## src/rtl/regbank_arbiter_if.sv

```systemverilog
// Bus-slave strobes and the local requester handshake for regbank_arbiter.
// The master modport is the side that issues strobes and requests. The slave
// modport is the register bank arbiter itself.
interface regbank_arbiter_if #(
    parameter int DW = 3,
    parameter int AW = 2
);
    // Bus-slave side: 1-cycle strobes that can never be stalled
    logic          bus_do_read;
    logic          bus_do_write;
    logic [AW-1:0] bus_adr;
    logic [DW-1:0] bus_wdata;
    logic [DW-1:0] bus_rdata;

    // Local fabric requester: req and its fields are held until ack
    logic          loc_req;
    logic          loc_we;
    logic [AW-1:0] loc_adr;
    logic [DW-1:0] loc_wdata;
    logic          loc_ack;
    logic [DW-1:0] loc_rdata;

    modport master (
        output bus_do_read, bus_do_write, bus_adr, bus_wdata,
        output loc_req, loc_we, loc_adr, loc_wdata,
        input  bus_rdata, loc_ack, loc_rdata
    );

    modport slave (
        input  bus_do_read, bus_do_write, bus_adr, bus_wdata,
        input  loc_req, loc_we, loc_adr, loc_wdata,
        output bus_rdata, loc_ack, loc_rdata
    );
endinterface

```

## src/rtl/regbank_arbiter.sv

```systemverilog
// regbank_arbiter: a small register bank shared by the FSMC bus slave and one
// local fabric requester. Bus strobes always win. A local access waits in a
// one-deep slot and executes on the first cycle with no bus strobe.
// Optional feature: define REGBANK_READ_INC_EN to make every bus read
// post-increment the addressed register (modulo 2**DW).
module regbank_arbiter #(
    parameter  int DW   = 3,
    parameter  int AW   = 2,
    localparam int NREG = 2 ** AW
) (
    input  logic                clk,
    input  logic                nrst,
    regbank_arbiter_if.slave    bus,
    output logic [7:0]          defer_cnt,
    output logic [NREG*DW-1:0]  regs_flat
);

    // One-hot local access sequencer
    typedef enum logic [2:0] {
        IDLE = 3'b001,
        PEND = 3'b010,
        ACK  = 3'b100
    } state_e;

    state_e        state_q, state_d;
    logic [DW-1:0] bank_q [NREG];
    logic [DW-1:0] bank_d [NREG];
    logic          slot_we_q, slot_we_d;
    logic [AW-1:0] slot_adr_q, slot_adr_d;
    logic [DW-1:0] slot_wdata_q, slot_wdata_d;
    logic [DW-1:0] loc_rdata_q, loc_rdata_d;
    logic [7:0]    defer_cnt_q, defer_cnt_d;

    logic bus_strobe;
    logic bus_wr_en;
    logic loc_exec;

    // A read strobe beats a simultaneous write strobe, so the write is dropped
    assign bus_strobe = bus.bus_do_read | bus.bus_do_write;
    assign bus_wr_en  = bus.bus_do_write & ~bus.bus_do_read;
    // The slot runs only on a cycle the bus leaves the bank alone
    assign loc_exec   = (state_q == PEND) && !bus_strobe;

    // Next-state logic for the local slot, deferral counter and read result
    always_comb begin
        // NOTE: every variable gets a default before the case, so no path can infer a latch.
        state_d      = state_q;
        slot_we_d    = slot_we_q;
        slot_adr_d   = slot_adr_q;
        slot_wdata_d = slot_wdata_q;
        loc_rdata_d  = loc_rdata_q;
        defer_cnt_d  = defer_cnt_q;

        unique case (state_q)
            IDLE: begin
                if (bus.loc_req) begin
                    slot_we_d    = bus.loc_we;
                    slot_adr_d   = bus.loc_adr;
                    slot_wdata_d = bus.loc_wdata;
                    state_d      = PEND;
                end
            end
            PEND: begin
                if (bus_strobe) begin
                    if (defer_cnt_q != 8'hFF) begin
                        defer_cnt_d = defer_cnt_q + 8'd1;
                    end
                end else begin
                    // The bank value from before this edge is returned
                    if (!slot_we_q) begin
                        loc_rdata_d = bank_q[slot_adr_q];
                    end
                    state_d = ACK;
                end
            end
            ACK: begin
                state_d = IDLE;
            end
            default: begin
                state_d = IDLE;
            end
        endcase
    end

    // Bank update: a bus write or a read side effect, otherwise a local slot write
    always_comb begin
        for (int i = 0; i < NREG; i++) begin
            bank_d[i] = bank_q[i];
        end
        if (bus_wr_en) begin
            bank_d[bus.bus_adr] = bus.bus_wdata;
        end
`ifdef REGBANK_READ_INC_EN
        if (bus.bus_do_read) begin
            bank_d[bus.bus_adr] = bank_q[bus.bus_adr] + DW'(1);
        end
`else
`endif
        if (loc_exec && slot_we_q) begin
            bank_d[slot_adr_q] = slot_wdata_q;
        end
    end

    // State registers. An asynchronous reset discards any pending slot
    always_ff @(posedge clk or negedge nrst) begin
        if (!nrst) begin
            state_q      <= IDLE;
            slot_we_q    <= 1'b0;
            slot_adr_q   <= '0;
            slot_wdata_q <= '0;
            loc_rdata_q  <= '0;
            defer_cnt_q  <= 8'h00;
            // NOTE: the bank must read zero after reset, so it is built from flops with reset, not a RAM.
            for (int i = 0; i < NREG; i++) begin
                bank_q[i] <= '0;
            end
        end else begin
            // NOTE: non-blocking assignments only, so every register samples pre-edge values.
            state_q      <= state_d;
            slot_we_q    <= slot_we_d;
            slot_adr_q   <= slot_adr_d;
            slot_wdata_q <= slot_wdata_d;
            loc_rdata_q  <= loc_rdata_d;
            defer_cnt_q  <= defer_cnt_d;
            for (int i = 0; i < NREG; i++) begin
                bank_q[i] <= bank_d[i];
            end
        end
    end

    assign bus.bus_rdata = bank_q[bus.bus_adr];
    assign bus.loc_ack   = (state_q == ACK);
    assign bus.loc_rdata = loc_rdata_q;
    assign defer_cnt     = defer_cnt_q;

    for (genvar g = 0; g < NREG; g++) begin : g_flat
        assign regs_flat[g*DW +: DW] = bank_q[g];
    end

endmodule

```

## src/flat_wrapper.sv

```systemverilog
// flat-port wrapper written by rule: the top's interface ports become plain ports
module regbank_arbiter_flat 
#(
    parameter  int DW   = 3,
    parameter  int AW   = 2,
    localparam int NREG = 2 ** AW
)
  (clk, nrst, defer_cnt, regs_flat, bus_bus_do_read, bus_bus_do_write, bus_bus_adr, bus_bus_wdata, bus_loc_req, bus_loc_we, bus_loc_adr, bus_loc_wdata, bus_bus_rdata, bus_loc_ack, bus_loc_rdata);
  regbank_arbiter_if #(.DW(DW), .AW(AW)) bus_i ();
  input  logic clk;
  input  logic nrst;
  output logic [7:0] defer_cnt;
  output logic [NREG*DW-1:0] regs_flat;
  input wire logic [$bits(bus_i.bus_do_read)-1:0] bus_bus_do_read;
  input wire logic [$bits(bus_i.bus_do_write)-1:0] bus_bus_do_write;
  input wire logic [$bits(bus_i.bus_adr)-1:0] bus_bus_adr;
  input wire logic [$bits(bus_i.bus_wdata)-1:0] bus_bus_wdata;
  input wire logic [$bits(bus_i.loc_req)-1:0] bus_loc_req;
  input wire logic [$bits(bus_i.loc_we)-1:0] bus_loc_we;
  input wire logic [$bits(bus_i.loc_adr)-1:0] bus_loc_adr;
  input wire logic [$bits(bus_i.loc_wdata)-1:0] bus_loc_wdata;
  output wire logic [$bits(bus_i.bus_rdata)-1:0] bus_bus_rdata;
  output wire logic [$bits(bus_i.loc_ack)-1:0] bus_loc_ack;
  output wire logic [$bits(bus_i.loc_rdata)-1:0] bus_loc_rdata;
  assign bus_i.bus_do_read = bus_bus_do_read;
  assign bus_i.bus_do_write = bus_bus_do_write;
  assign bus_i.bus_adr = bus_bus_adr;
  assign bus_i.bus_wdata = bus_bus_wdata;
  assign bus_i.loc_req = bus_loc_req;
  assign bus_i.loc_we = bus_loc_we;
  assign bus_i.loc_adr = bus_loc_adr;
  assign bus_i.loc_wdata = bus_loc_wdata;
  assign bus_bus_rdata = bus_i.bus_rdata;
  assign bus_loc_ack = bus_i.loc_ack;
  assign bus_loc_rdata = bus_i.loc_rdata;
  regbank_arbiter #(.DW(DW), .AW(AW)) u_core (.clk(clk), .nrst(nrst), .bus(bus_i), .defer_cnt(defer_cnt), .regs_flat(regs_flat));
endmodule
```

## config.mk

```make
export PLATFORM = sky130hd
export DESIGN_NAME = regbank_arbiter_flat
export DESIGN_NICKNAME = d
export VERILOG_FILES = /design/src/rtl/regbank_arbiter_if.sv /design/src/rtl/regbank_arbiter.sv /design/src/flat_wrapper.sv
export SDC_FILE = /design/constraint.sdc
export NUM_CORES = 1
export LEC_CHECK = 0
export CAP_MARGIN = 30
export CORE_MARGIN = 2
export CORE_UTILIZATION = 45
export CTS_BUF_LIST = sky130_fd_sc_hd__clkbuf_8
export DETAILED_ROUTE_END_ITERATION = 6
export PLACE_DENSITY = 0.79
export SETUP_SLACK_MARGIN = 0.1
export SYNTH_ARGS = -nofsm -noshare
export SYNTH_HDL_FRONTEND = slang
export SYNTH_SLANG_ARGS = --single-unit
export TNS_END_PERCENT = 50
```

## constraint.sdc

```tcl
create_clock -name clk -period 1.6 [get_ports clk]
set_clock_uncertainty 0.15 [all_clocks]
set_input_delay 0.32 -clock clk [delete_from_list [all_inputs] [get_ports clk]]
set_output_delay 0.32 -clock clk [all_outputs]
set_load 0.01 [all_outputs]
```

==> results of run 1 <==
worst max-delay path, stage by stage (launching register included):
cell and delay [ns]:
dfrtp_1 0.39, mux4_2 0.48, buf_6 0.14
registers in the layout (all words and copies together) (netlist names):
name	flops
u_core.slot_wdata_q	3
u_core.slot_adr_q	2
u_core.regs_flat	12
u_core.bus.loc_rdata	3
u_core.state_q	3
u_core.defer_cnt	8
u_core.slot_we_q	1
per-layer routing:
layer | share of wire, % | vias to the layer above | routed length [um] | global-route usage (%)
li1 | - | 662 | - | -
met2 | 50 | 66 | 2230 | 37.6
met3 | 6.1 | 12 | 273 | 4.17
met4 | 2.5 | 0 | 112 | 12.2
met1 | 41 | 715 | 1840 | 26.0
met5 | 0 | - | 0 | 0
power by group through the flow:
stage	logic (uW)	clock network (uW)	registers [uW]
finish	1940	670	1430
global route	2070	718	1470
CTS	1770	676	1410
detailed placement	1850	0	1430
global placement	1790	0	1400
floorplan	694	0	1500
area by class of cell:
cell class / count / area share (%)
well taps: 48 / 2.33
clock buffers: 7 / 3.73
flip-flops and latches: 32 / 31.1
repair buffers: 80 / 26.1
clock inverters: 1 / 0.145
multi-input cells: 99 / 36.5
repair_timing:
action | in CTS | in global routing
setup endpoints to repair | 55 | 42
setup buffers | 6 | 6
resized for setup | 83 | 21
pin swaps | 9 | 11
cell usage in the layout (no fill, tap or decap), drive strengths merged, types with 7 or more instances in the layout:
cell type	instances
a21oi	12
buf	49
mux2	12
nor2	17
clkdlybuf4s15	8
dlygate4sd2	12
dfrtp	31
clkdlybuf4s50	11
mux2i	12
clkbuf	7
cells by family after synthesis:
family,share of synthesized area (%)
compound gates,4.92
buf+inv,0.833
xor+xnor,2.65
flops,48.6
fa+ha+maj,0.757
mux,23.6
simple gates,18.6
per-stage QoR:
stage	total power [uW]	worst slack (ns)	TNS, ns
CTS	3850	-0.162	-0.723
finish	4030	-0.150	-1.23
floorplan	2190	-0.0453	-0.150
global placement	3190	-0.734	-9.49
detailed placement	3280	-0.752	-10.80
global route	4260	-0.192	-2.71
final timing paths:
kind / end / start / slack (ns) / cells past startpoint
max: bus_bus_rdata[0] / u_core.regs_flat[9]$_DFF_PN0_ / -0.15 / 2
min in group clk: u_core.bus.loc_rdata[2]$_DFFE_PN0P_ / u_core.bus.loc_rdata[2]$_DFFE_PN0P_ / 0.36 / 1
max in group asynchronous: u_core.state_q[0]$_DFFE_PN1P_ / nrst / 0.80 / 2
max reg2reg: u_core.defer_cnt[5]$_DFFE_PN0P_ / u_core.state_q[2]$_DFFE_PN0P_ / -0.12 / 5
min: u_core.state_q[1]$_DFFE_PN0P_ / nrst / 0.26 / 2
min reg2reg: u_core.bus.loc_rdata[2]$_DFFE_PN0P_ / u_core.bus.loc_rdata[2]$_DFFE_PN0P_ / 0.36 / 1
==> out/qor.txt, run 1 <==
max_slew headroom: 75.0%
CTS tree: yes
Post-DRT Antenna Nets: 0
worst hold path type: primary input to async pin
Max Fclk: 571 MHz
CTS max path bufs: 2
Core Region: 3610 um^2
fin crit share: 109%
max-cap violations: 0
global route overflow: 0
final hold violations: 0
DR pass1 iterations: 4
Critical Path Sink Type: output pin
WL/cell: 16.7 um
via count: 1,455
clk_lat worst skew: 0.29 ns
global-route wire length before repair: 6840 um
synth top area cells: dfrtp_1, mux2_2, mux4_2
pin count of the biggest net entering global routing: 33
Netlist cell types: 34
# IOs: 43
layout cells sized above 1: 45.7%
#FFs+latches synth: 32
GP Congestion: 0.933
fin crit period: 1.75 ns
Async S/R FF share, synth: 100%
via/cell ratio: 5.45
Storage cell area: 803 um^2
port bufs: 42
Iteration-0 DRC Markers: 63
RSZ-0062 raised after global routing: yes
H-tree depth: 2
Total GRT Usage: 22.0%
starting density of the core: 45.8%
LEAKAGE: 0.00119 uW
internal power: 2670 uW
Synth Cell Area: 1650 um^2
fin nets: 235
Synth area leader: dfrtp_1
WL final: 4460 um
pwr/cell area: 1560 nW/um^2
CTS root buf: clkbuf_8
chip height: 64.6 um
switching share of power: 33.7%
initial antenna violation count: 0
Flop pwr share: 35.4%
top-count cell post-synth: dfrtp_1
Inst Count DP: 248
Psw: 1360 uW
cts hold-fix bufs: 0
die width: 64.6 um
Final Cell Area: 2580 um^2
Layout area overhead: 56.3%
vias in the first global route: 1,461
max-slew violations: 0
drc violations: 0
Startpoint Class: register
register area share after synthesis: 48.6%
Worst EP arrival: 1.28 ns
top_reg_cell synth: dfrtp_1
Mapped Cells: 134
die area: 4170 um^2
Worst VDD drop: 0.00101 V
Ys Warns: 0
worst slew pin tran: 0.374 ns
final setup fails: 21
PnR worst setup slack: -0.150 ns
n_diodes: 0
violated checks: setup timing
syn_area_per_cell: 12.3 um^2
Min Hold Slack: 0.264 ns
WS Path Type: register to output pin
CTS Buf Count: 5
clock power share: 16.6%
fillcell total: 263
status: finished with violations
Clock transition at path regs: 0.06 ns
Rows: 22
critical path fanouts, max: 2
Post-synth EDFFs: 0
area of the multi-input gates: 943 um^2
worst endpoint required time: 1.13 ns
Synth top area share: 47.0%
final core utilization: 71.6%
HPWL after DPL: 3200 um
Cell Area, Placed: 2340 um^2
Commonest cells post-synth: dfrtp_1, nor2_1, a21oi_1, mux2_2, mux2i_1
Final Instance Count excl. Fillers: 267
sinks on the clock net: 32
Logic pwr share: 48.0%
Syn Nets: 151
Note: power is estimated with default switching activity, not from simulation.
==> inputs of run 2 (changes only) <==
- CORE_MARGIN: 2 -> not set
- GPL_ROUTABILITY_DRIVEN: not set -> 0
- SETUP_SLACK_MARGIN: 0.1 -> 0.15
==> run 2 against run 1 <==
Effect of this change:
- non-clock buffer count up 6
- hold slack worse by 0.057 ns
- utilization grew 6.6 points
- total power increased by 5.5%
- highest routed layer unchanged
- register-to-register slack got worse by 0.06 ns
- wire length is 18% higher
- the run still ends with setup timing left
- critical path depth is 3 higher
- sequential power about the same
- setup slack got worse by 0.033 ns
- die area decreased by 6.1%
- final cell count grew 1.5%
- largest power group unchanged
- global-route usage rose by 2.5 points
==> out/qor.txt, run 2 (synthesis results as in run 1) <==
Min Hold Slack: 0.207 ns (-0.0566 ns)
via/cell ratio: 5.56 (+2.0%)
WL/cell: 19.5 um (+17%)
Core Region: 3420 um^2 (-5.3%)
fillcell total: 204 (-22%)
Inst Count DP: 246 (-0.81%)
busiest metal layer after global routing: met2
sinks on the clock net: 32 (unchanged)
DR pass1 iterations: 4 (unchanged)
chip height: 62.6 um (-3.1%)
CTS root buf: clkbuf_8
max-cap violations: 0 (unchanged)
max_slew headroom: 75.7% (+0.70 points)
origin of the critical flop-to-flop path: u_core.state_q[2]$_DFFE_PN0P_
Rows: 21 (-4.5%)
worst hold path type: primary input to async pin
pwr/cell area: 1590 nW/um^2 (+2.0%)
global-route wire length before repair: 7130 um (+4.2%)
Startpoint Class: register
Post-DRT Antenna Nets: 0 (unchanged)
final core utilization: 78.2% (+6.6 points)
die width: 62.6 um (-3.1%)
layout cells sized above 1: 51.6% (+5.9 points)
Crit-path slowest cell: dfrtp_1
fin crit share: 111% (+2.1 points)
Total GRT Usage: 24.4% (+2.5 points)
most frequent cells in the layout: buf_4, dfrtp_1, buf_6
R2R cell count: 5 (unchanged)
Final Cell Area: 2670 um^2 (+3.4%)
fin nets: 241 (+2.6%)
RSZ-0062 raised after global routing: yes
n_diodes: 0 (unchanged)
WS Path Type: register to register
Clock transition at path regs: 0.07 ns (about the same)
clk_lat worst skew: 0.29 ns (about the same)
global route overflow: 0 (unchanged)
port bufs: 42 (unchanged)
pin count of the biggest net entering global routing: 19 (-42%)
CP peak stage delay: 0.43 ns (-0.05 ns)
Layout area overhead: 61.7%
PnR worst setup slack: -0.183 ns (-0.0331 ns)
max FFs per register: 12 (unchanged)
Worst EP arrival: 1.82 ns (+0.54 ns)
via count: 1,507 (+3.6%)
Crit path max-delay family: simple AND/OR/NAND/NOR gates
worst endpoint required time: 1.63 ns (+0.50 ns)
initial antenna violation count: 0 (unchanged)
met3 global-route usage: 7.12% (+3.0 points)
HPWL after DPL: 3200 um (about the same)
vias in the first global route: 1,489 (+1.9%)
H-tree depth: 2 (unchanged)
fin crit period: 1.78 ns (+0.0331 ns)
CTS max path bufs: 2 (unchanged)
Max Fclk: 561 MHz (-1.9%)
CTS tree: yes
worst slew pin tran: 0.363 ns (-0.0105 ns)
# IOs: 43 (unchanged)
status: finished with violations
global routing usage on met1: 28.1% (+2.1 points)
Pwr Total: 4250 uW (+5.5%)
Cell Area, Placed: 2320 um^2 (-0.64%)
starting density of the core: 48.4% (+2.6 points)
R2R Setup Slk: -0.18 ns (-0.06 ns)
max-slew violations: 0 (unchanged)
CTS Buf Count: 5 (unchanged)
met2 usage: 41.0% (+3.4 points)
WL final: 5280 um (+18%)
violated checks: setup timing
FF-to-FF End: u_core.defer_cnt[3]$_DFFE_PN0P_
critical path fanouts, max: 5 (+3)
drc violations: 0 (unchanged)
LEAKAGE: 0.00123 uW (+3.4%)
Iteration-0 DRC Markers: 58 (-7.9%)
die area: 3920 um^2 (-6.1%)
Critical Path Sink Type: register
CP Cell Sequence: nor3b_4 -> o21ai_4 -> buf_6 -> nor3_4 -> xor2_1
Final Instance Count excl. Fillers: 271 (+1.5%)
Worst VDD drop: 0.000929 V (-7.9%)
Bufs and invs on worst path: 1 (unchanged)
final hold violations: 0 (unchanged)
final setup fails: 29 (+38%)
most common cell after layout, fill and taps aside: buf_4
run 2: cell types whose count changed in the layout (fill, tap and decap cells not counted), moves of 2 or more:
cell / before / now
nand3_2: 0 / 4
clkbuf_8: 7 / 5
nor2_1: 13 / 11
buf_6: 4 / 18
clkdlybuf4s15_1: 3 / 1
nand3_1: 5 / 1
dlygate4sd2_1: 12 / 9
buf_2: 9 / 11
mux2_4: 8 / 12
nor2_4: 1 / 4
mux2_2: 4 / 0
clkdlybuf4s15_2: 5 / 0
run 2: worst max-delay path by stage:
stage               depth (start not counted)                              end                            start  slack, ns
finish                                      5  u_core.defer_cnt[3]$_DFFE_PN0P_    u_core.state_q[2]$_DFFE_PN0P_      -0.18
global route                                5  u_core.defer_cnt[3]$_DFFE_PN0P_    u_core.state_q[2]$_DFFE_PN0P_      -0.25
CTS                                         2                 bus_bus_rdata[2]   u_core.regs_flat[11]$_DFF_PN0_      -0.17
detailed placement                          3                 bus_bus_rdata[0]                   bus_bus_adr[0]      -0.80
global placement                            3                 bus_bus_rdata[1]                   bus_bus_adr[0]      -0.74
floorplan                                   5  u_core.defer_cnt[6]$_DFFE_PN0P_  u_core.defer_cnt[0]$_DFFE_PN0P_      -0.05
run 2: final cells by class:
cell class	count	area, um^2	share of cell area [%]
clock buffer	5	68.8	2.58
timing repair buffer	86	724	27.1
clock inverter	3	12.5	0.469
sequential	32	802	30.0
multi-input combinational	99	1000	37.6
tap	46	57.6	2.16
run 2: power breakdown:
part	internal (uW)	leakage (uW)	switching (uW)	total [uW]
clock network	292	0.0000505	303	595
logic	1290	0.000783	923	2220
registers	1130	0.000396	313	1440
total	2710	0.00123	1540	4250
run 2: worst reg2reg max path: stages (launching register included):
cell and delay (ns):
dfrtp_1 0.43, nor3b_4 0.32, o21ai_4 0.17, buf_6 0.17, nor3_4 0.16, xor2_1 0.28
run 2: repair_timing:
action / 4_1_cts / 5_1_grt
endpoints found under the hold margin: 0 / 0
pin swaps: 13 / 23
hold buffers: 0 / 0
buffers inserted: 6 / 11
endpoints found under the setup margin: 56 / 40
gates resized for setup: 101 / 46
run 2: per-layer routing:
layer	wire length (um)	vias up
met3	288	24
met2	2750	75
met5	0	-
met1	1960	739
met4	274	0
li1	-	669
run 2: stage by stage:
step	setup slack [ns]	setup TNS, ns
floorplan	-0.0453	-0.150
global placement	-0.738	-9.53
detailed placement	-0.798	-10.59
CTS	-0.171	-0.667
global route	-0.250	-4.24
finish	-0.183	-2.47
==> inputs of run 3 (changes only) <==
- HOLD_SLACK_MARGIN: not set -> 0.15
- MAX_ROUTING_LAYER: not set -> met4
==> run 3 against run 2 <==
Effect of this change:
- the flow still finishes with violations (setup timing)
- setup slack gained 0.0069 ns
- total power shrank 0.32%
- cell area grew 0.23%
- final cell count grew 0.37%
- register-to-register slack is essentially flat
- sequential share of layout area shrank 0.070 points
- via count grew 0.13%
- critical path depth is the same
- non-clock buffer count grew 1
==> out/qor.txt, run 3 (synthesis results as in run 1) <==
sinks on the clock net: 32 (unchanged)
worst hold path type: primary input to async pin
Final Instance Count excl. Fillers: 272 (+0.37%)
fin crit share: 111% (-0.43 points)
Startpoint Class: register
layout cells sized above 1: 52.2% (+0.66 points)
Min Hold Slack: 0.211 ns (+0.00409 ns)
LEAKAGE: 0.00123 uW (+0.22%)
Pwr Total: 4240 uW (-0.32%)
RSZ-0062 raised after global routing: yes
Iteration-0 DRC Markers: 52 (-10%)
fin crit period: 1.78 ns (-0.00690 ns)
Layout area overhead: 62.0%
final setup fails: 29 (unchanged)
CTS Buf Count: 5 (unchanged)
cts hold-fix bufs: 0 (unchanged)
Worst EP arrival: 1.81 ns (about the same)
global route overflow: 0 (unchanged)
global-route wire length before repair: 7150 um (+0.20%)
die width: 62.6 um (unchanged)
Max Fclk: 563 MHz (+0.39%)
Worst VDD drop: 0.000932 V (+0.27%)
HPWL after DPL: 3200 um (unchanged)
max FFs per register: 12 (unchanged)
max-cap violations: 0 (unchanged)
CP peak stage delay: 0.43 ns (about the same)
starting density of the core: 48.4% (unchanged)
WL/cell: 19.3 um (-0.93%)
CTS root buf: clkbuf_8
n_diodes: 0 (unchanged)
status: finished with violations
pwr/cell area: 1580 nW/um^2 (-0.55%)
WS Path Type: register to register
worst slew pin tran: 0.364 ns (+0.000727 ns)
DR pass1 iterations: 4 (unchanged)
via/cell ratio: 5.55 (-0.24%)
pre-CTS WS: -0.798 ns (unchanged)
chip height: 62.6 um (unchanged)
Post-DRT Antenna Nets: 0 (unchanged)
via count: 1,509 (+0.13%)
CTS tree: yes
Core Region: 3420 um^2 (unchanged)
# IOs: 43 (unchanged)
Clock transition at path regs: 0.07 ns (about the same)
Inst Count DP: 246 (unchanged)
Crit-path slowest cell: dfrtp_1
fin nets: 242 (+0.41%)
Rows: 21 (unchanged)
max_slew headroom: 75.6% (about the same)
max-slew violations: 0 (unchanged)
H-tree depth: 2 (unchanged)
Critical Path Sink Type: register
setup_tns: -2.43 ns (+0.0426 ns)
die area: 3920 um^2 (unchanged)
PnR worst setup slack: -0.176 ns (+0.00690 ns)
pin count of the biggest net entering global routing: 19 (unchanged)
most frequent cells in the layout: buf_4, dfrtp_1, buf_6
worst endpoint required time: 1.63 ns (about the same)
initial antenna violation count: 0 (unchanged)
vias in the first global route: 1,494 (+0.34%)
CTS max path bufs: 2 (unchanged)
most common cell after layout, fill and taps aside: buf_4
violated checks: setup timing
critical path fanouts, max: 5 (unchanged)
CP Cell Sequence: nor3b_4 -> o21ai_4 -> buf_6 -> nor3_4 -> xor2_1
Total GRT Usage: 25.2% (+0.75 points)
drc violations: 0 (unchanged)
clk_lat worst skew: 0.29 ns (about the same)
WL final: 5250 um (-0.57%)
final hold violations: 0 (unchanged)
port bufs: 42 (unchanged)
[run 3: where the power goes]
group | switching, uW | internal [uW]
sequential | 311 | 1130
clock | 296 | 292
combinational | 917 | 1300
total | 1520 | 2720
[run 3: critical path, delay by kind of cell, from the launching register on]
family,cells,cell delay (ns)
and+or+nand+nor,2,0.48
DFF,1,0.43
xor gates and xnor gates,1,0.27
AOI/OAI and AO/OA,1,0.17
buffers and inverters,1,0.17
[run 3: stage by stage]
stage               utilization [%]  cell area [um^2]
floorplan                         -              1660
global placement               68.0              2320
detailed placement             68.0              2320
CTS                            70.5              2410
global route                   78.4              2680
finish                         78.4              2680
[run 3: metal layers]
layer	part of all wire (%)	track usage, %	wire (um)
met3	4.4	7.12	231
met5	0	-	0
met1	38	28.3	2010
met4	5.4	12.8	282
met2	52	40.9	2720
[run 3: final cells by class]
type | count | area [um^2]
clock buffers | 5 | 68.8
clock inverters | 3 | 12.5
fillers | 202 | 739
multi-input cells | 99 | 1000
flip-flops and latches | 32 | 802
well taps | 46 | 57.6
repair buffers | 87 | 731
[run 3: path summary, 6_finish.rpt]
path | start | end | slack [ns] | cells past startpoint
max | u_core.state_q[2]$_DFFE_PN0P_ | u_core.defer_cnt[3]$_DFFE_PN0P_ | -0.18 | 5
min reg2reg | u_core.bus.loc_rdata[0]$_DFFE_PN0P_ | u_core.bus.loc_rdata[0]$_DFFE_PN0P_ | 0.37 | 1
max in group asynchronous | nrst | u_core.state_q[0]$_DFFE_PN1P_ | 0.85 | 2
min in group clk | u_core.bus.loc_rdata[0]$_DFFE_PN0P_ | u_core.bus.loc_rdata[0]$_DFFE_PN0P_ | 0.37 | 1
max reg2reg | u_core.state_q[2]$_DFFE_PN0P_ | u_core.defer_cnt[3]$_DFFE_PN0P_ | -0.18 | 5
min | nrst | u_core.defer_cnt[5]$_DFFE_PN0P_ | 0.21 | 2
[run 3: what timing repair did]
action / 4_1_cts / 5_1_grt
resized for setup: 101 / 47
pin swaps: 13 / 23
endpoints found under the setup margin: 56 / 40
setup buffers: 6 / 12
==> edit 1, RTL diff (flow settings as in run 1) <==
The option `REGBANK_READ_INC_EN` is turned on by a define.
--- a/src/rtl/regbank_arbiter.sv
+++ b/src/rtl/regbank_arbiter.sv
@@ -3,6 +3,8 @@
 // one-deep slot and executes on the first cycle with no bus strobe.
 // Optional feature: define REGBANK_READ_INC_EN to make every bus read
 // post-increment the addressed register (modulo 2**DW).
+`define REGBANK_READ_INC_EN
+
 module regbank_arbiter #(
     parameter  int DW   = 3,
     parameter  int AW   = 2,
Function: changed (a bounded check fails within 4 cycles, from zero or initial values and one cycle with nrst low).
==> edit 1 against run 1 <==
  * Wire length grew 23%
  * Via count grew 19%
  * Final cell count grew 13%
  * Maximum frequency shrank 16%
  * Design area grew 13%
  * Sequential cell count is the same
  * Total power grew 22%
  * Area after synthesis grew 11%
  * The flow still finishes with violations (setup timing)
  * First-iteration DRC count grew to 2.6 times the old value
  * Setup slack lost 0.33 ns
  * Global-route usage grew 3.8 points
==> edit 1: results (changes against run 1) <==
| Metric | Value |
|---|---|
| Multi-input combinational area share | 41.0% (+4.4 points) |
| Total track usage | 25.8% (+3.8 points) |
| CP arrival | 2.12 ns (+0.84 ns) |
| Leak | 1.31 nW (+10%) |
| Synth Area in XOR/XNOR | 0.476% (-2.2 points) |
| Commonest cells in the netlist | dfrtp_1 (31), mux2_2 (26), a21oi_1 (14) |
| Maximum vdd ir drop | 0.834 mV (-17%) |
| Yosys cell types | 41 (+21%) |
| CP max-delay cell | mux4_2 |
| Cts repair resizes | 121 (+46%) |
| Post-Route WL | 5.47 mm (+23%) |
| Hold Crit Class | input port to async pin |
| Antenna violations before repair | 0 (unchanged) |
| Seq pwr share | 30.6% (-4.8 points) |
| Layout cells sized above 1 | 51.4% (+5.7 points) |
| Bufs w/o clock | 86 (+7.5%) |
| Seq/total area | 27.6% (-3.5 points) |
| Post-synthesis sequential area ratio | 43.6% (-5.0 points) |
| Fin nets | 268 (+14%) |
| Multi-input gates | 120 (+21%) |
| Placed instance area | 0.00266 mm2 (+14%) |
| Register-to-Register Path Depth | 6 (+1) |
| Post-Place Cells | 288 (+16%) |
| Post-CTS Setup Repair Bufs | 4 (-2) |
| Wire length per cell | 18.2 um (+8.8%) |
| Fin Setup TNS | -8.79 ns (-7.56 ns) |
| Vias in the first global route | 1652 (+13%) |
| Worst Setup SP | u_core.regs_flat[10] |
| Worst Setup EP | u_core.regs_flat[1] |
| Non-clock buffering overhead | 24.2% (-2.0 points) |
| Post-route design area | 0.00291 mm2 (+13%) |
| Total of warnings raised by yosys | 0 (unchanged) |
| Setup-failing EPs final | 33 (+57%) |
| Comb group | 2.55 mW (+31%) |
| First-pass GRT wire length | 8.47 mm (+24%) |
| Non-CTS inverters | 5 (+5) |
| Half-perimeter wire length after placement | 3.79 mm (+18%) |
| Synth Area in Compound Gates | 12.4% (+7.4 points) |
| Power Sequential | 1.50 mW (+5%) |
| Tap cells | 50 (+4.2%) |
| Status | finished, violations left |
| Longest Clk Path Bufs | 2 (unchanged) |
| Worst-Margin Slew | 0.342 ns (-0.0321 ns) |
| Mapped Cells | 164 (+22%) |
| Sw power | 1.78 mW (+30%) |
| Largest cells by area after synthesis | dfrtp_1 (42%), mux2_2 (16%), mux4_2 (7.3%), a21oi_1 (3.8%), o21ai_0 (2.7%) |
| CTS buffer count | 5 (unchanged) |
| Vias per std cell | 5.75 (+5.6%) |
| Final GP Congestion | 0.938 (+0.58%) |
| Proportion of synthesized area in mux cells | 23.8% (+0.16 points) |
| Starting DRT DRC Count | 164 (+160%) |
| Violated checks | setup timing |
| Fillers | 268 (+1.9%) |
| Synthesized Nets | 182 (+21%) |
| Crit-path max cell delay | 0.53 ns (+0.05 ns) |
| Adder-cell share of the synthesized area | 1.36% (+0.60 points) |
| Final clock-cell share | 4.34% (+0.47 points) |
| Port-buffer cells | 42 (unchanged) |
| Slack of the critical path | -0.485 ns (-0.335 ns) |
[edit 1: cells by family after synthesis]
kind of cell	after synthesis
buffers and inverters	12
and+or+nand+nor	45
adders and majority gates	2
muxes	33
AOI/OAI and AO/OA	39
xor gates and xnor gates	1
DFF	32
[edit 1: critical path, delay by kind of cell (launching register included)]
family	cells	cell delay, ns
simple gates	1	0.15
fa+ha+maj	1	0.26
flops	1	0.39
compound gates	2	0.24
mux	2	0.79
[edit 1: metrics by stage]
stage	setup slack, ns	hold slack, ns
after floorplan	-0.516	-0.126
after global placement	-1.01	0.340
after detailed placement	-1.05	0.350
after CTS	-0.435	0.232
after global routing	-0.504	0.262
final	-0.485	0.231
[edit 1: per-layer routing]
metal / up-vias / part of all wire (%) / global-route usage [%]
met5: - / 0 / 0
met1: 858 / 46 / 36.3
met3: 12 / 5.5 / 5.92
met4: 0 / 2.0 / 9.50
li1: 799 / - / -
met2: 63 / 47 / 38.8
==> edit 2, RTL diff (config.mk and constraints of run 1) <==
Without the edit above. Encoding of `state_e`: now binary (2 bits for 3 states). Comments in the files are not updated.
--- a/src/rtl/regbank_arbiter.sv
+++ b/src/rtl/regbank_arbiter.sv
@@ -16,10 +16,10 @@
 );
 
     // One-hot local access sequencer
-    typedef enum logic [2:0] {
-        IDLE = 3'b001,
-        PEND = 3'b010,
-        ACK  = 3'b100
+    typedef enum logic [1:0] {
+        IDLE = 2'd0,
+        PEND = 2'd1,
+        ACK  = 2'd2
     } state_e;
 
     state_e        state_q, state_d;
Function: no difference found for any inputs over 10 cycles, from zero or initial values and one cycle with nrst low; not proved beyond that.
==> edit 2 against run 1 <==
  * The flow still finishes with violations (setup timing)
  * Global-route usage is 2.8 points higher
  * Design area hardly changed
  * Die area is 4.5% lower
  * Wire length is 6.8% higher
  * Sequential cell count is 1 lower
  * Setup slack worse by 0.16 ns
  * Synthesized cell count is 1.5% lower
  * Combinational power is 23% higher
  * Utilization is 5.7 points higher
  * Area after synthesis is 4.8% lower
  * Total power is 12% higher
  * Highest routed layer unchanged
==> edit 2: results (changes against run 1) <==
| Metric | Value |
|---|---|
| Status | finished, violations left |
| Violated checks | setup timing |
| Largest net degree at the start of global routing | 32 (-3.0%) |
| Yosys cell types | 29 (-15%) |
| Post-synthesis sequential area ratio | 49.3% (+0.76 points) |
| First-pass GRT wire length | 7.55 mm (+10%) |
| CP max-delay cell | or4b_4 |
| Synth Area in XOR/XNOR | 1.67% (-0.98 points) |
| Total track usage | 24.8% (+2.8 points) |
| Mapped Cells | 132 (-1.5%) |
| Critical Path Fanout Max | 6 (+4) |
| Starting DRT DRC Count | 76 (+21%) |
| Post-place setup slack | -0.827 ns (-0.0759 ns) |
| Slew Limit Headroom | 71.8% (-3.2 points) |
| CP arrival | 1.93 ns (+0.65 ns) |
| Clk pin slew, worst setup/hold paths | 0.06 ns (about the same) |
| Vias | 1462 (+0.48%) |
| Half-perimeter wire length after placement | 3.20 mm (-0.11%) |
| Largest cells by area after synthesis | dfrtp_1 (49%), mux2_2 (8.6%), mux4_2 (8.6%), mux2i_1 (7.6%), o21ai_0 (3.2%) |
| Layout cells sized above 1 | 50.2% (+4.6 points) |
| Vias per std cell | 5.56 (+2.0%) |
| Slack of the critical path | -0.312 ns (-0.162 ns) |
| Drt first pass iters | 4 (unchanged) |
| Leak | 1.17 nW (-2.0%) |
| Antenna violations before repair | 0 (unchanged) |
| Adder-cell share of the synthesized area | 0.796% (+0.038 points) |
| Commonest cells in the netlist | dfrtp_1 (31), nand2_1 (13), mux2_2 (12), mux2i_1 (12), o21ai_0 (10) |
| Proportion of synthesized area in mux cells | 24.8% (+1.2 points) |
| Final GP Congestion | 0.912 (-2.2%) |
| Cell internal pwr | 2.83 mW (+6.0%) |
| Power Sequential | 1.53 mW (+7%) |
| Synth Area in Compound Gates | 5.81% (+0.88 points) |
| # H-tree levels | 2 (unchanged) |
| Async set-reset flop share out of synthesis | 100% (unchanged) |
| Longest Clk Path Bufs | 2 (unchanged) |
| Power in the clock group | 0.583 mW (-13%) |
| Total of warnings raised by yosys | 0 (unchanged) |
| Post-Route WL | 4.77 mm (+6.8%) |
| CTS buffer count | 5 (unchanged) |
| Crit-path max cell delay | 0.58 ns (+0.10 ns) |
| Post-Place Cells | 252 (+1.6%) |
| Pwr Total | 4.51 mW (+12%) |
| Max FFs per register | 12 (unchanged) |
| Hold Crit Class | input port to async pin |
| Delay-heaviest family, CP | simple AND/OR/NAND/NOR gates |
| Fin nets | 233 (-0.85%) |
| Vias in the first global route | 1546 (+5.8%) |
| Antenna Diode Count | 0 (unchanged) |
| Synthesized Nets | 149 (-1.3%) |
| Maximum vdd ir drop | 0.959 mV (-4.9%) |
| Setup-failing EPs final | 21 (unchanged) |
-- edit 2: per-layer routing --
metal  wire (um)  track usage (%)  part of all wire [%]  vias up
li1            -                -                     -      659
met1        1970             31.3                    41      731
met2        2430             42.3                    51       58
met3         254             5.00                   5.3       14
met4         116             8.61                   2.4        0
met5           0                0                     0        -
-- edit 2: metrics by stage --
stage	hold WS [ns]	cell area [um2]	setup TNS, ns
finish	0.260	2580	-3.14
floorplan	-0.126	1600	-1.59
global route	0.257	2580	-4.35
CTS	0.265	2480	-3.14
detailed placement	0.363	2350	-17.15
global placement	0.346	2350	-16.03
-- edit 2: worst paths after layout --
check / start / slack, ns / cells after the start / endpoint
hold reg to reg: u_core.bus.loc_rdata[0] / 0.36 / 1 / u_core.bus.loc_rdata[0]
min in group clk: u_core.bus.loc_rdata[0] / 0.36 / 1 / u_core.bus.loc_rdata[0]
max in group asynchronous: nrst / 0.88 / 2 / u_core.bus.loc_rdata[0]
hold / removal: nrst / 0.26 / 2 / u_core.state_q[0]
setup reg to reg: u_core.state_q[1] / -0.31 / 4 / u_core.regs_flat[1]
setup / recovery: u_core.state_q[1] / -0.31 / 4 / u_core.regs_flat[1]
-- edit 2: what timing repair did --
item,4_1_cts,5_1_grt
setup buffers,4,2
gates cloned,0,0
pin swaps,7,9
gates resized for setup,106,37
hold endpoints to repair,0,0
setup endpoints to repair,58,44
-- edit 2: final cells by class --
type	count	area [um2]
Multi-Input combinational cell	94	946
Sequential cell	31	776
Fill cell	210	757
Timing Repair Buffer	82	712
Clock buffer	5	68.8
Tap cell	46	57.6
Clock inverter	3	12.5
Inverter	2	7.51
